`src/rtl/down5bit_counter.sv`:
```
// Loadable down counter with a one-cycle terminal-count pulse.
// Counts toward zero, then either halts in DONE (one-shot) or reloads (periodic).
module down5bit_counter #(
   parameter int WIDTH       = 5,
   parameter int AUTO_RELOAD = 0
) (
   input  logic             clk,
   input  logic             reset,
   input  logic             load,
   input  logic [WIDTH-1:0] load_val,
   input  logic             en,
   output logic [WIDTH-1:0] out,
   output logic             zero,
   output logic             tc,
   output logic             busy
);

   typedef enum logic {RUN = 1'b0, DONE = 1'b1} state_t;

   localparam logic [WIDTH-1:0] ONE = {{(WIDTH-1){1'b0}}, 1'b1};

   state_t           state;
   logic [WIDTH-1:0] reload_q;

   always_ff @(posedge clk or posedge reset) begin
      if (reset) begin
         out      <= '1;
         reload_q <= '1;
         state    <= RUN;
         tc       <= 1'b0;
      end else begin
         tc <= 1'b0;
         if (load) begin
            // A zero load parks the counter immediately without a pulse.
            out      <= load_val;
            reload_q <= load_val;
            state    <= (load_val != '0) ? RUN : DONE;
         end else if (en && state == RUN) begin
            if (out > ONE) begin
               out <= out - ONE;
            end else if (out == ONE) begin
               out <= '0;
               tc  <= 1'b1;
               if (AUTO_RELOAD == 0) state <= DONE;
            end else begin
               // Only reachable when periodic: the zero cycle is followed by the reload.
               if (AUTO_RELOAD != 0) out   <= reload_q;
               else                  state <= DONE;
            end
         end
      end
   end

   assign zero = (out == '0);
   assign busy = (state == RUN);

endmodule

```
`config.mk`:
```
export PLATFORM = sky130hd
export DESIGN_NAME = down5bit_counter
export DESIGN_NICKNAME = d
export VERILOG_FILES = /design/src/rtl/down5bit_counter.sv
export SDC_FILE = /design/constraint.sdc
export NUM_CORES = 1
export LEC_CHECK = 0
export BUFFER_PORTS_ARGS = -buffer_cell sky130_fd_sc_hd__buf_2
export CAP_MARGIN = 20
export CORE_MARGIN = 8
export CORE_UTILIZATION = 33
export CTS_CLUSTER_DIAMETER = 30
export DETAILED_ROUTE_END_ITERATION = 12
export SETUP_SLACK_MARGIN = 0.2
export SYNTH_ARGS = -nofsm -noshare
export SYNTH_HDL_FRONTEND = slang
export SYNTH_SLANG_ARGS = --single-unit
```
`constraint.sdc`:
```
create_clock -name clk -period 4.64 [get_ports clk]
set_input_delay 0.928 -clock clk [delete_from_list [all_inputs] [get_ports clk]]
set_output_delay 0.928 -clock clk [all_outputs]
set_load 0.01 [all_outputs]
```
* Yosys cells after proc, flatten, opt, wreduce, memory -nomap -nowiden
Cells that the tools add are included.
Storage, ports and cells: flip-flop bits (word level) 7, input port bits 9, output and inout bits 8, logic and storage cells 27
Operators by class: add/sub/neg operators 1, order comparisons 1, equal/unequal tests 2, muxes and demuxes 12, bitwise operators 1, reductions and logical operators 7
Operators with widths (count):
- $mux 5 | 4
- $mux 1 | 8
- $eq 5x1->1 const B | 1
- $gt 5x1->1 const B | 1
- $logic_not 5->1 | 1
- $reduce_bool 5->1 | 1
- $sub 5x1->5 const B | 1
- $reduce_and 2->1 | 2
- $reduce_bool 3->1 | 1
- $ne 2x2->1 const B | 1
- $reduce_bool 2->1 | 1
- $logic_and 1x1->1 | 1
- $not 1->1 | 1

* Longest topological paths before layout
depth in word-level cells 5, depth in mapped cells 5, mapped depth without buffers 5

* Worst setup path after synthesis
No wires, ideal clock.
path type reg2out, start point reg out[0], end point out zero, arrival time 1.045 ns, path slack 2.667 ns, stages on the path, launching flop included 4, path buffers 0, cell sequence dfstp_2 inv_1 ha_1 and2_2
On the way: word-level cells in the longest chain between the ends 1
RTL lines:
- from (decl) | RTL line 12 | output logic [WIDTH-1:0] out,
- from (signal assigned) | RTL line 35 | out <= load_val;
- from (signal assigned) | RTL line 40 | out <= out - ONE;
- from (signal assigned) | RTL line 47 | if (AUTO_RELOAD != 0) out <= reload_q;
- $logic_not 5->1 | RTL line 54 | assign zero = (out == '0);
- to (decl) | RTL line 13 | output logic zero,
No other way between the ends.

* Final worst setup path
Same ends and word-level chain as after synthesis.

==> metrics.yaml <==
placed_design:
  hpwlAfterDp_um: 959
  gp_congestion: 0.836
  place_area_um2: 579
  io_buffers: 16
sta:
  rsz0062_at_grt: "false"
  slew_headroom_pct: 76.0
  hold_viol: 0
  skew_ns: 0.00628
  tns_ns: 0
  slew_violations: 0
  max_freq_ghz: 0.424
  fin_crit_sh_pct: 50.8
  tightest_slew_ns: 0.355
  setup_viol: 0
  period_minus_slack_ns: 2.36
power_and_ir_drop:
  power.density_nw_per_um2: 310
  leakagePower_uw: 0.000284
  ir_worst_vdd_uv: 160
clocking:
  clkSlewWorstSetupHoldPaths_ns: 0.05
  cts_root_buf: "clkbuf_4"
  clockBufferDepth: 2
  cts-buffers-inserted: 3
  cts-htree-levels: 1
  cts_resized: 0
  clock-sinks: 7
  hold_buffers: 0
  cts_tree: "done"
  clkLatencyLatePin_ns: 0.26
  post_cts_buffers: 0
floorplan:
  initial_core_util_pct: 33.7
  dieArea_um2: 2950
  die_y_um: 54.3
  rows: 14
  chipWidth_um: 54.3
  core_um2: 1440
  pin_count: 17
global_routing:
  grt_pass1_wl_um: 2040
  grt-ovfl-total: 0
  first_global_vias: 441
  antenna_found_initial: 0
  grt_max_degree: 12
  track_usage_pct: 10.1
worst_setup_path:
  cp-end-kind: "output pin"
  path_max_fanout: 8
  cp.arrival_ns: 1.43
  startpoint_type: "register"
  cpPeakStageDelay_ns: 0.61
  crit_end: "zero"
  reg2reg_to: "out[0]"
  crit_required_ns: 3.71
  r2r-start: "out[1]"
  ff2ff_path_depth: 5
  crit_slowest_cell: "dfstp_2"
  crit_chain: "inv_1, ha_1, and2_2, buf_2"
  crit_family: "flip-flops"
  worstSetupPathType: "reg -> out"
  crit_path_start: "out[0]"
  worst-path-stages: 4
  rrSetupSlack_ns: 3.03
  cp_num_buf_inv: 2
route:
  drtPass1Iterations: 4
  detail-route-antenna-nets: 0
  vias: 457
  detail_route.wl_per_cell_um: 14.5
  drtIter0Drc: 14
  vias_per_cell: 5.44
  drt_wl_total_um: 1220
  drc: 0
final_layout:
  finish.instance_area_um2: 606
  fin_nets: 81
  drive_above_1_share_pct: 44.1
  insertedDiodeCount: 0
  area_growth_syn_to_layout_pct: 25.1
yosys:
  async_reset_ff_share_pct: 100
  ys_top_cells_by_count: "5 x dfstp_2, 5 x inv_1, 3 x ha_1, 3 x nor2_1"
  synth_top_area_share_pct: 27.1
  synth_edf_count: 0
  syn_area_um2: 484
  ys_ff_latch: 7
  yosysWarnings: 0
  synth_area_leaders: "dfstp_2 27%, dfrtp_1 10%, ha_1 7.8%"
  synth_area_per_cell_um2: 9.88
  synthCells: 49
  ys_types: 31
  ys_seq_area_share_pct: 37.5
  ys.flop_type: "dfstp_2"
  syn-num-nets: 61
  yosys.area.top_type: "dfstp_2"
job:
  maxCapViolCount: 0
run_status:
  status: "finished, final reports clean"
min_path:
  hold_path_class: "reg -> reg"
==> per-stage QoR <==
| stage | utilization, % | hold slack (ns) | setup WS (ns) | instances | total power [uW] |
|---|---|---|---|---|---|
| 2_1_floorplan | - | 0.507 | 2.67 | 49 | 113 |
| 3_3_place_gp | 40.3 | 0.535 | 2.58 | 80 | 133 |
| 3_5_place_dp | 40.3 | 0.511 | 2.56 | 80 | 132 |
| 4_1_cts | 42.2 | 0.521 | 2.28 | 84 | 190 |
| 5_1_grt | 42.2 | 0.556 | 2.20 | 84 | 202 |
| 6_report | 42.2 | 0.530 | 2.28 | 84 | 188 |
==> sequential cells by signal, indices dropped and copies added (netlist names) <==
name   count
tc         1
state      1
out        5
==> worst reg2reg max path: stages (launching register included) <==
cell and delay [ns]:
dfstp_2 0.57, inv_1 0.09, ha_1 0.21, o21bai_1 0.20
and2_4 0.17, o41ai_2 0.28
==> placed cells by master, fill, tap and decap left out <==
cell type,netlist,routed
dfrtp_1,2,2
clkbuf_1,0,1
o41ai_1,1,1
nand2_1,2,2
o21ai_0,2,2
dfstp_2,5,5
clkbuf_4,0,3
a211oi_1,1,1
o311ai_0,1,1
and3_1,1,1
o41ai_2,2,2
nand3b_1,1,1
and2_1,1,1
inv_1,5,5
and2_2,1,1
a41oi_1,1,1
o21bai_1,1,1
o22a_1,1,1
nor2_1,3,3
and2b_1,1,1
nor3_2,1,1
nand3_1,2,2
a2bb2oi_1,1,1
o31a_1,1,1
o2111ai_1,1,1
a31oi_1,2,2
ha_1,3,3
nor3_1,1,1
nand2b_1,1,1
o21ba_2,1,1
and2_4,1,1
buf_2,1,16
nor4_1,1,1
==> kinds of logic after synthesis <==
family                   Yosys count  synth area share (%)
flip-flops                         7                  37.5
buffers and inverters              6                  4.91
AO/OA/AOI/OAI                     16                  29.2
AND/OR/NAND/NOR                   17                  20.7
adder cells (fa/ha/maj)            3                  7.75
==> power breakdown <==
group	internal, uW	total (uW)	switching, uW
logic	22.6	49.4	26.7
registers	71.5	81.9	10.4
clock network	32.9	56.7	23.8
==> cell type report <==
cell class | instances | area [um^2]
fill | 154 | 831
multi-input combinational | 36 | 279
sequential | 7 | 181
timing repair buffer | 16 | 80.1
clock buffer | 4 | 26.3
tap | 16 | 20.0
inverter | 5 | 18.8
==> how the worst min path moves through the flow <==
stage / startpoint / endpoint / slack (ns) / depth (start not counted)
floorplan: out[3] / out[3] / 0.51 / 2
detailed placement: out[3] / out[3] / 0.51 / 2
finish: out[3] / out[3] / 0.53 / 2
CTS: out[3] / out[3] / 0.52 / 2
global route: out[3] / out[3] / 0.56 / 2
global placement: out[3] / out[3] / 0.53 / 2
==> metal layers <==
layer,global-route usage [%],share of wire [%],vias up
met5,0,0,-
met4,6.15,2.5,0
met3,5.71,6.7,4
met2,15.1,47,15
met1,10.9,43,214
li1,-,-,224
(Power assumes the default switching activity.)
